`config.mk`:
```
export PLATFORM = sky130hd
export DESIGN_NAME = btn_pulse_conditioner_flat
export DESIGN_NICKNAME = d
export VERILOG_FILES = /design/src/rtl/btn_pulse_conditioner_pkg.sv /design/src/rtl/btn_pulse_conditioner_if.sv /design/src/rtl/btn_pulse_conditioner_sync_2ff.sv /design/src/rtl/btn_pulse_conditioner.sv /design/src/flat_wrapper.sv
export SDC_FILE = /design/constraint.sdc
export NUM_CORES = 1
export LEC_CHECK = 0
export BUFFER_PORTS_ARGS = -buffer_cell sky130_fd_sc_hd__buf_4
export CORE_MARGIN = 1.5
export CORE_UTILIZATION = 60
export CTS_CLUSTER_DIAMETER = 30
export CTS_CLUSTER_SIZE = 40
export DETAILED_ROUTE_END_ITERATION = 7
export HOLD_SLACK_MARGIN = 0.06
export PLACE_DENSITY = 0.8
export SLEW_MARGIN = 30
export SYNTH_ARGS = -nofsm -noshare
export SYNTH_HDL_FRONTEND = slang
export SYNTH_HIERARCHICAL = 1
export SYNTH_SLANG_ARGS = --single-unit
```
`constraint.sdc`:
```
create_clock -name clk -period 6.1 [get_ports clk]
set_input_delay 0.305 -clock clk [delete_from_list [all_inputs] [get_ports clk]]
set_output_delay 0.305 -clock clk [all_outputs]
set_load 0.02 [all_outputs]
```
`src/rtl/btn_pulse_conditioner_pkg.sv`:
```
// rtl/btn_pulse_conditioner_pkg.sv - shared state set and counter sizing for the button conditioner
// Purpose: FSM state encoding (3-bit) and the stability/interval counter width helper.
// Ports: none.
package btn_pkg;

   localparam int STATE_W = 3;

   typedef enum logic [STATE_W-1:0] {
      IDLE         = 3'd0,
      PRESS_WAIT   = 3'd1,
      PRESSED      = 3'd2,
      REPEAT       = 3'd3,
      RELEASE_WAIT = 3'd4
   } btn_state_t;

   // One counter serves every timed interval, so it is sized for the largest one.
   function automatic int cnt_width(input int unsigned a, input int unsigned b,
                                    input int unsigned c);
      int unsigned m;
      m = a;
      if (b > m) m = b;
      if (c > m) m = c;
      return $clog2(m) + 1;
   endfunction

endpackage

```
`src/rtl/btn_pulse_conditioner_if.sv`:
```
// rtl/btn_pulse_conditioner_if.sv - button input and conditioned outputs bundle
// Purpose: groups the raw button and the conditioned outputs of one button channel.
// Signals: btw   raw bouncy button (master drives)
//          pulse one-cycle step strobe (slave drives)
//          level debounced button level (slave drives)
//          held  auto-repeat active (slave drives)
interface btn_pulse_conditioner_if;
   import btn_pkg::*;

   logic btw;
   logic pulse;
   logic level;
   logic held;

   modport master (output btw, input pulse, level, held);
   modport slave  (input btw, output pulse, level, held);

endinterface

```
`src/rtl/btn_pulse_conditioner_sync_2ff.sv`:
```
// rtl/btn_pulse_conditioner_sync_2ff.sv - 1-bit two-flop synchroniser
// Purpose: brings an asynchronous level into the clk domain.
// Ports: clk   clock
//        rst_n asynchronous active-low reset, clears both flops
//        d_i   asynchronous input
//        q_o   synchronised output, two cycles of latency
module sync_2ff (
   input  logic clk,
   input  logic rst_n,
   input  logic d_i,
   output logic q_o
);

   logic meta_q;
   logic sync_q;

   always_ff @(posedge clk or negedge rst_n) begin
      if (!rst_n) begin
         meta_q <= 1'b0;
         sync_q <= 1'b0;
      end else begin
         meta_q <= d_i;
         sync_q <= meta_q;
      end
   end

   assign q_o = sync_q;

endmodule

```
`src/rtl/btn_pulse_conditioner.sv`:
```
// rtl/btn_pulse_conditioner.sv - debounced push-button to step-pulse conditioner with auto-repeat
// Purpose: synchronises and debounces the raw button, emits one pulse per accepted
//          press and periodic pulses while the button is held.
// Ports: clk  system clock
//        rst  asynchronous active-low reset
//        bus  slave side: btw in; pulse, level, held out (all outputs registered)
module btn_pulse_conditioner
   import btn_pkg::*;
#(
   parameter int unsigned DELAY        = 1000000,
   parameter int unsigned REPEAT_START = 50000000,
   parameter int unsigned REPEAT_RATE  = 10000000
) (
   input  logic                   clk,
   input  logic                   rst,
   btn_pulse_conditioner_if.slave bus
);

   localparam int CW = cnt_width(DELAY, REPEAT_START, REPEAT_RATE);

   logic          bs;
   btn_state_t    state_q, state_d;
   logic [CW-1:0] cnt_q, cnt_d, cnt_sat;
   logic [31:0]   cnt_inc;
   logic          pulse_q, pulse_d;
   logic          level_q, level_d;
   logic          held_q, held_d;

   sync_2ff u_sync (
      .clk   (clk),
      .rst_n (rst),
      .d_i   (bus.btw),
      .q_o   (bs)
   );

   // cnt_inc counts the current cycle too, so a wait of N cycles ends when it reaches N.
   assign cnt_inc = 32'(cnt_q) + 32'd1;
   assign cnt_sat = (&cnt_q) ? cnt_q : cnt_q + CW'(1);

   always_comb begin
      state_d = state_q;
      cnt_d   = cnt_sat;
      pulse_d = 1'b0;
      level_d = level_q;
      case (state_q)
         IDLE: begin
            cnt_d = '0;
            if (bs) begin
               // A one-cycle debounce window is already satisfied by this sample.
               if (DELAY <= 1) begin
                  state_d = PRESSED;
                  pulse_d = 1'b1;
                  level_d = 1'b1;
               end else begin
                  state_d = PRESS_WAIT;
                  cnt_d   = CW'(1);
               end
            end
         end
         PRESS_WAIT: begin
            if (!bs) begin
               state_d = IDLE;
               cnt_d   = '0;
            end else if (cnt_inc >= DELAY) begin
               state_d = PRESSED;
               cnt_d   = '0;
               pulse_d = 1'b1;
               level_d = 1'b1;
            end
         end
         PRESSED, REPEAT: begin
            // A release sample wins over any terminal count in the same cycle.
            if (!bs) begin
               if (DELAY <= 1) begin
                  state_d = IDLE;
                  cnt_d   = '0;
                  level_d = 1'b0;
               end else begin
                  state_d = RELEASE_WAIT;
                  cnt_d   = CW'(1);
               end
            end else if (state_q == PRESSED) begin
               if (REPEAT_START != 0 && cnt_inc >= REPEAT_START) begin
                  state_d = REPEAT;
                  cnt_d   = '0;
                  pulse_d = 1'b1;
               end
            end else if (cnt_inc >= REPEAT_RATE) begin
               cnt_d   = '0;
               pulse_d = 1'b1;
            end
         end
         RELEASE_WAIT: begin
            if (bs) begin
               state_d = PRESSED;
               cnt_d   = '0;
            end else if (cnt_inc >= DELAY) begin
               state_d = IDLE;
               cnt_d   = '0;
               level_d = 1'b0;
            end
         end
         default: begin
            state_d = IDLE;
            cnt_d   = '0;
            level_d = 1'b0;
         end
      endcase
      held_d = (state_d == REPEAT);
   end

   always_ff @(posedge clk or negedge rst) begin
      if (!rst) begin
         state_q <= IDLE;
         cnt_q   <= '0;
         pulse_q <= 1'b0;
         level_q <= 1'b0;
         held_q  <= 1'b0;
      end else begin
         state_q <= state_d;
         cnt_q   <= cnt_d;
         pulse_q <= pulse_d;
         level_q <= level_d;
         held_q  <= held_d;
      end
   end

   assign bus.pulse = pulse_q;
   assign bus.level = level_q;
   assign bus.held  = held_q;

endmodule
```
`src/flat_wrapper.sv`:
```
// flat-port wrapper written by rule: the top's interface ports become plain ports
module btn_pulse_conditioner_flat import btn_pkg::*;
#(
   parameter int unsigned DELAY        = 1000000,
   parameter int unsigned REPEAT_START = 50000000,
   parameter int unsigned REPEAT_RATE  = 10000000
)
  (clk, rst, bus_btw, bus_pulse, bus_level, bus_held);
  btn_pulse_conditioner_if bus_i ();
  input  logic clk;
  input  logic rst;
  input wire logic [$bits(bus_i.btw)-1:0] bus_btw;
  output wire logic [$bits(bus_i.pulse)-1:0] bus_pulse;
  output wire logic [$bits(bus_i.level)-1:0] bus_level;
  output wire logic [$bits(bus_i.held)-1:0] bus_held;
  assign bus_i.btw = bus_btw;
  assign bus_pulse = bus_i.pulse;
  assign bus_level = bus_i.level;
  assign bus_held = bus_i.held;
  btn_pulse_conditioner #(.DELAY(DELAY), .REPEAT_START(REPEAT_START), .REPEAT_RATE(REPEAT_RATE)) u_core (.clk(clk), .rst(rst), .bus(bus_i));
endmodule
```
# Yosys cells after proc, flatten, opt, wreduce, memory -nomap -nowiden
# Index checks and enable logic that the tools add are counted.
# classes
n_eq_ne	9
n_addsub	2
order_cmp	3
mux	31
bitwise	1
reduce_logical	5
# op_table
op	count
27-bit 2-to-1 mux	8
27-bit case mux with 4 select lines	1
32-bit by 20-bit greater-or-equal comparator with 1-bit output, second input constant	1
32-bit by 24-bit greater-or-equal comparator with 1-bit output, second input constant	1
32-bit by 26-bit greater-or-equal comparator with 1-bit output, second input constant	1
27-bit by 1-bit adder with 28-bit output, second input constant	1
27-bit by 1-bit adder with 27-bit output, second input constant	1
27-bit AND reduction	1
3-bit 2-to-1 mux	8
3-bit case mux with 4 select lines	1
1-bit 2-to-1 mux	11
3-bit by 2-bit equality test with 1-bit output, second input constant	3
5-bit AND reduction	1
2-bit by 1-bit != test with 1-bit output, second input constant	2
2-bit != test, second input constant	2
3-bit by 1-bit equality test with 1-bit output, second input constant	1
3-bit equality test, second input constant	1
3-bit logical NOT	1
1-bit case mux with 3 select lines	1
3-bit OR reduction	1
1-bit case mux with 2 select lines	1
2-bit OR reduction	1
1-bit inverter	1
# word_totals
input_bits	3
out_inout_bits	3
reg_bits	35
word_cells	58

# Longest topological paths before layout
# Gate-level depths: netlist of run 1.
# logic_depth
word_depth	7
mapped_depth	13
depth_no_buf	10

# By module
# The synthesis of run 1 kept the hierarchy.
# by_module_without_submodules
mod	area_per_inst_um2	seq_area_each_um2	instances	cells_each
btn_pulse_conditioner	2499.9	825.8	1	292
sync_2ff	50.0	50.0	1	2

# Worst setup path before layout of run 1
# OpenSTA, ideal clock, no wires.
# synth_path
path_type	register -> register
from	register u_core.cnt_q[0]
to	register u_core.cnt_q[22]
path_buffers	2
synth_period_minus_slack_ps	3125
stages_incl_launch_ff	13
setup_ps	137
required_ps	5963
slack_ps	2975
arrival_time_ps	2988
cell_sequence	dfrtp_1 -> ha_1 -> and3_1 -> buf_2 -> nand4_1 -> or3_1 -> and2_4 -> a2111o_1 -> a2111oi_4 -> o32ai_2 -> a32oi_4 -> buf_6 -> a21oi_1
# synth_between
elab_chain_cells	6
elab_cells_between_ends	15
classes_between	add/sub (2); order compare (3); mux (9); reduce/logical (1)
# synth_rtl
item	line	rtl
from (decl)	btn_pulse_conditioner.sv:23	logic [CW-1:0] cnt_q, cnt_d, cnt_sat;
from (signal assigned)	btn_pulse_conditioner.sv:121	cnt_q <= cnt_d;
27-bit by 1-bit adder with 28-bit output (tied with other cells)	btn_pulse_conditioner.sv:37	assign cnt_inc = 32'(cnt_q) + 32'd1;
32-bit by 24-bit greater-or-equal comparator with 1-bit output (tied with other cells)	btn_pulse_conditioner.sv:88	end else if (cnt_inc >= REPEAT_RATE) begin
27-bit 2-to-1 mux, on equally long branches	btn_pulse_conditioner.sv:88, btn_pulse_conditioner.sv:83	
27-bit 2-to-1 mux	btn_pulse_conditioner.sv:82	end else if (state_q == PRESSED) begin
27-bit 2-to-1 mux	btn_pulse_conditioner.sv:73	if (!bs) begin
27-bit case mux with 4 select lines (*)	btn_pulse_conditioner.sv:45	case (state_q)
named net u_core.cnt_d[22]	btn_pulse_conditioner.sv:23	
# The timed path passes the listed nets; every way through them passes the cells marked *.
# A chain may end at the register's enable or synchronous reset.

# Final worst setup path of run 1
# layout_path
from	register u_core.cnt_q[0]
to	register u_core.cnt_q[3]
# The elaborated chain is that of the path after synthesis.

==> results of run 1 <==
worst max-delay path by stage:
stage,from,slack [ps],cells past startpoint,endpoint
2_1_floorplan,u_core/cnt_q[0]$_DFF_PN0_,2970,12,u_core/cnt_q[22]$_DFF_PN0_
3_3_place_gp,u_core/cnt_q[0]$_DFF_PN0_,2170,10,u_core/cnt_q[25]$_DFF_PN0_
3_5_place_dp,u_core/cnt_q[0]$_DFF_PN0_,2000,10,u_core/cnt_q[19]$_DFF_PN0_
4_1_cts,u_core/cnt_q[0]$_DFF_PN0_,1970,10,u_core/cnt_q[19]$_DFF_PN0_
5_1_grt,u_core/cnt_q[0]$_DFF_PN0_,1820,11,u_core/cnt_q[5]$_DFF_PN0_
6_report,u_core/cnt_q[0]$_DFF_PN0_,2190,11,u_core/cnt_q[3]$_DFF_PN0_
area by class of cell:
cell class | instances | area (µm²) | share of cell area [%]
clock buffers | 6 | 72.6 | 2.72
flip-flops and latches | 35 | 876 | 32.8
inverters | 6 | 22.5 | 0.843
well taps | 50 | 62.6 | 2.34
repair buffers | 7 | 75.1 | 2.81
multi-input cells | 231 | 1530 | 57.4
clock inverters | 1 | 30.0 | 1.12
metal layers:
metal  routed length (µm)  up-vias  part of all wire (%)  GRT usage (%)
met5                    0        -                     0              0
li1                     -     1082                     -              -
met2                 2760      100                    46           41.6
met4                  110        0                   1.8           11.5
met1                 2750     1134                    46           40.9
met3                  379       13                   6.3           5.92
report_power, final:
group	leakage, nW	switching, W	internal, W
Combinational	0.429	0.0000135	0.00000755
Clock	0.0513	0.0000824	0.000120
Sequential	0.480	0.00000356	0.000234
sequential cells by signal, summed over array words and instances, names as in the netlist:
name                  flops
u_core/state_q            3
u_core/bus.pulse          1
u_core/cnt_q             27
u_core/bus.level          1
u_core/bus.held           1
u_core/u_sync/q_o         1
u_core/u_sync/meta_q      1
synthesized netlist by cell type (all sizes together), types with 2 or more instances:
master,count
inv,6
a21o,2
nor2,22
dfrtp,35
o211ai,4
nand4,14
a31o,2
ha,2
and4,7
xor2,6
clkbuf,10
a21oi,31
o31ai,2
o22ai,2
nand3,16
a22oi,2
a211oi,2
o21ai,8
nand3b,2
nand2b,3
buf,12
nor3,8
and2,4
nand2,21
or2,3
nor2b,3
nor4,14
a31oi,6
o21a,2
and3,7
o221ai,2
mux2i,2
xnor2,13
or3,3
metrics by stage:
step	hold WS (ps)	cell area, µm²
floorplan	9.41	2550
CTS	112	2640
detailed placement	290	2530
global placement	285	2530
global route	112	2670
finish	126	2670
logic make-up (layout without fill, tap and decap cells):
| logic type | Yosys count | in the layout | synth area share, % |
|---|---|---|---|
| AO/OA/AOI/OAI | 77 | 77 | 22.6 |
| AND/OR/NAND/NOR | 130 | 130 | 28.7 |
| multiplexers | 3 | 3 | 1.23 |
| adder cells (fa/ha/maj) | 2 | 2 | 0.981 |
| buffers and inverters | 28 | 20 | 5.64 |
| XOR/XNOR | 19 | 19 | 6.53 |
| flip-flops | 35 | 35 | 34.3 |
worst max-delay path, stage by stage, from the launching register on:
cell	delay, ps
dfrtp_1	450
ha_1	240
and3_1	270
nand4_1	400
or3_1	510
and2_4	180
a2111o_1	410
a2111oi_4	330
o32ai_2	190
a32oi_4	500
buf_16	220
a21oi_1	50
timing repair:
| action | CTS | global route |
|---|---|---|
| endpoints found under the setup margin | 0 | 0 |
| hold buffers | 1 | 0 |
| resized for setup | 0 | 0 |
| endpoints found under the hold margin | 35 | 0 |
==> qor.yml, run 1 <==
status: "completed"
crit_path_max_fanout: 18
gr-total-overflow: 0
yosys_register_bits: 35
htreeDepth: 2
yosys.area.top_type_share_pct: 34.3
die_y_um: 68.2
drv_slew: 0
placementRows: 23
post-dp-hpwl_um: 4080
start_kind: "register"
relSlewSlack_pct: 54.1
timing.rr.start: "u_core/cnt_q[0]$_DFF_PN0_"
clk_pin_slew_ps: 60
synth_flop_cell: "dfrtp_1"
route.detailed.drc: 0
avgRoutedWirePerCell_um: 17.9
netlist_area_um2: 2550
syn_area_per_cell_um2: 8.67
leakagePower_nw: 0.960
clock_path_buffers: 2
setup_slack_ps: 2190
hp-class: "in2reg"
skew_ps: 8.94
synthToLayoutAreaGrowth_pct: 4.76
synth-edff-count: 0
antenna_left: 0
antenna_found_initial: 0
layout.cells.non_filler: 336
path_class: "reg2reg"
ys_seq_area_share_pct: 34.3
synth_cell_types: 61
fillers: 347
drv_cap: 0
coreArea_um2: 4030
tightest_slew_ps: 682
yosys_warnings: 6
yosys.area.top_type: "dfrtp_1"
wl_um: 6010
period_needed_ps: 3910
grt_first_pass_wirelength_um: 9770
reg2reg_depth: 11
route.vias.total: 2329
finalSetupViolCount: 0
rrSetupSlack_ps: 2190
rr_endpoint: "u_core/cnt_q[3]$_DFF_PN0_"
setup_tns_ps: 0
finalCritPeriodShare_pct: 64.1
numClockSinks: 35
whs_path_depth: 1
layout_common_cells: "35 x dfrtp_1, 22 x nor2_1, 22 x a21oi_1, 20 x nand2_1, 16 x nand3_1"
cts_setup_buffers: 0
syn_nets: 299
hold_viol_final: 0
crit_path_end_kind: "register"
first_pass_iters: 5
antenna_cells: 0
io_pins: 6
critPathArrivalTime_ps: 4050
hold-path-endpoint: "u_core/u_sync/meta_q$_DFF_PN0_"
rsz0062_at_grt: "no"
synthCells: 294
vias_per_cell: 6.93
power_w: 0.000461
worstSkewPairLatency_ps: 290
layout_commonest_cell: "dfrtp_1"
die_area_um2: 4650
pwr_density_cell_nw_per_um2: 173
drt_iter0_markers: 339
cts_made_buffers: 5
utilization_pct: 66.3
drive_above_1_share_pct: 12.2
cp_data_required_time_ps: 6240
grt_pass1_vias: 2070
post-place-ws_ps: 2000
grt_max_degree: 36
clock_tree.root_cell: "clkbuf_8"
holdCritStartpoint: "bus_btw"
start_util_pct: 63.3
io_buffers: 5
peakVddDrop_mv: 0.125
cts_tree: "done"
numPlacedInstances: 327
synthTopCellsByArea: "dfrtp_1 34%, xnor2_1 4.5%, a21oi_1 4.3%"
layout.nets: 291
synthArstFlopShare_pct: 100
gp_congestion: 0.908
fmax_ghz: 0.256
fp.dieW_um: 68.2
gr-usage-all-layers_pct: 28.5
Power figures use the tool's default switching activity.
==> inputs of run 2 (changes only) <==
clock period = 4 ns   (was 6.1 ns; I/O delays follow)
==> qor.yml, run 2 (synthesis results as in run 1) <==
reg2reg_depth: 12  # +1
die_area_um2: 4650  # unchanged
drt_iter0_markers: 232  # -32%
route.detailed.drc: 0  # unchanged
critPathArrivalTime_ps: 3740  # -310 ps
whs_path_depth: 0  # -1
power_w: 0.000654  # +42%
cts_setup_buffers: 0  # unchanged
route.vias.total: 2358  # +1.2%
coreArea_um2: 4030  # unchanged
tightest_slew_ps: 539  # -144 ps
vias_per_cell: 6.87  # -0.82%
numClockSinks: 35  # unchanged
leakagePower_nw: 0.983  # +2.4%
fp.dieW_um: 68.2  # unchanged
largest-register: "u_core/cnt_q"
pwr_density_cell_nw_per_um2: 242  # +40%
gr-usage-all-layers_pct: 27.2  # -1.3 points
layout.nets: 298  # +2.4%
finalCritPeriodShare_pct: 89.7  # +26 points
worstSkewPairLatency_ps: 290  # about the same
cp_data_required_time_ps: 4150  # -2090 ps
status: "completed"
start_kind: "register"
fmax_ghz: 0.279  # +9.0%
largest_reg_flops: 27  # unchanged
crit_start: "u_core/cnt_q[0]$_DFF_PN0_"
utilization_pct: 67.2  # +0.90 points
drv_slew: 0  # unchanged
finalSetupViolCount: 0  # unchanged
skew_ps: 8.47  # -0.473 ps
grt_pass1_vias: 2021  # -2.4%
relSlewSlack_pct: 64.0  # +9.9 points
post-dp-hpwl_um: 4100  # +0.29%
layout_common_cells: "35 x dfrtp_1, 22 x nor2_1, 22 x a21oi_1, 21 x nand2_1, 16 x nand3_1"
synthToLayoutAreaGrowth_pct: 6.18
grt_max_degree: 36  # unchanged
start_util_pct: 63.3  # unchanged
clock_tree.root_cell: "clkbuf_8"
antenna_left: 0  # unchanged
io_pins: 6  # unchanged
gp_congestion: 0.935  # +3.0%
holdCritStartpoint: "u_core/u_sync/meta_q$_DFF_PN0_"
wl_um: 5910  # -1.6%
clk_pin_slew_ps: 70  # about the same
hp-class: "reg2reg"
grt_first_pass_wirelength_um: 9370  # -4.1%
gr-total-overflow: 0  # unchanged
rsz0062_at_grt: "no"
hold_viol_final: 0  # unchanged
layout_commonest_cell: "dfrtp_1"
setup_tns_ps: 0  # unchanged
drv_cap: 0  # unchanged
path_class: "reg2reg"
first_pass_iters: 4  # -1
reg.largest.list: "u_core/cnt_q (27), u_core/state_q (3)"
timing.rr.start: "u_core/cnt_q[0]$_DFF_PN0_"
htreeDepth: 2  # unchanged
die_y_um: 68.2  # unchanged
cts_tree: "done"
clock_path_buffers: 2  # unchanged
antenna_found_initial: 0  # unchanged
antenna_cells: 0  # unchanged
io_buffers: 5  # unchanged
drive_above_1_share_pct: 14.3  # +2.1 points
period_needed_ps: 3590  # -322 ps
peakVddDrop_mv: 0.216  # +73%
fillers: 335  # -3.5%
placementRows: 23  # unchanged
cts_made_buffers: 5  # unchanged
crit_path_max_fanout: 19  # +1
avgRoutedWirePerCell_um: 17.2  # -3.6%
crit_path_end_kind: "register"
-- run 2: layout make-up --
class                      instances  area (µm²)  area share (%)
inverter                           6        22.5           0.832
clock buffer                       6        82.6            3.05
clock inverter                     1        5.00           0.185
tap                               50        62.6            2.31
sequential                        35         876            32.3
multi-input combinational        231        1540            56.7
timing repair buffer              14         123            4.53
-- run 2: worst max-delay path, cell delays in order, from the launching register on --
cell       delay, ps
dfrtp_1          460
ha_1             240
and3_1           280
nand4_1          150
buf_4            220
nor4_2           450
and3_1           280
nor2_1            80
a2111oi_4        360
o32ai_2          190
a32oi_4          440
buf_12           220
a21oi_1           70
-- run 2: where the power goes --
group | switching, W | total [W] | internal (W) | leakage, nW
clock network | 0.000125 | 0.000260 | 0.000135 | 0.0470
registers | 0.00000547 | 0.000363 | 0.000357 | 0.480
logic | 0.0000203 | 0.0000317 | 0.0000114 | 0.457
total | 0.000151 | 0.000654 | 0.000504 | 0.983
-- run 2: what timing repair did --
item / in CTS / in global routing
setup endpoints to repair: 0 / 1
endpoints found under the hold margin: 36 / 0
hold buffers: 2 / 0
gates resized for setup: 0 / 1
-- run 2: path summary, 6_finish.rpt --
check,to,slack [ps]
setup / recovery,u_core/cnt_q[12]$_DFF_PN0_,410
min in group asynchronous,u_core/cnt_q[11]$_DFF_PN0_,390
hold / removal,u_core/u_sync/q_o$_DFF_PN0_,360
hold reg to reg,u_core/u_sync/q_o$_DFF_PN0_,360
max in group asynchronous,u_core/state_q[0]$_DFF_PN0_,3280
setup reg to reg,u_core/cnt_q[12]$_DFF_PN0_,410
-- run 2: per-stage QoR --
stage	cell area, µm²	cells	hold slack [ps]	worst slack [ps]
floorplan	2550	294	-95.6	875
global placement	2590	334	178	396
detailed placement	2590	334	181	304
CTS	2700	343	365	290
global route	2710	343	375	190
finish	2710	343	362	413
-- run 2: metal layers --
layer	part of all wire, %	global-route usage (%)	vias to the layer above	routed length, µm
met5	0	0	-	0
met4	1.5	11.5	0	90
met1	46	37.2	1126	2690
met3	7.5	4.11	11	442
li1	-	-	1098	-
met2	45	42.8	123	2680
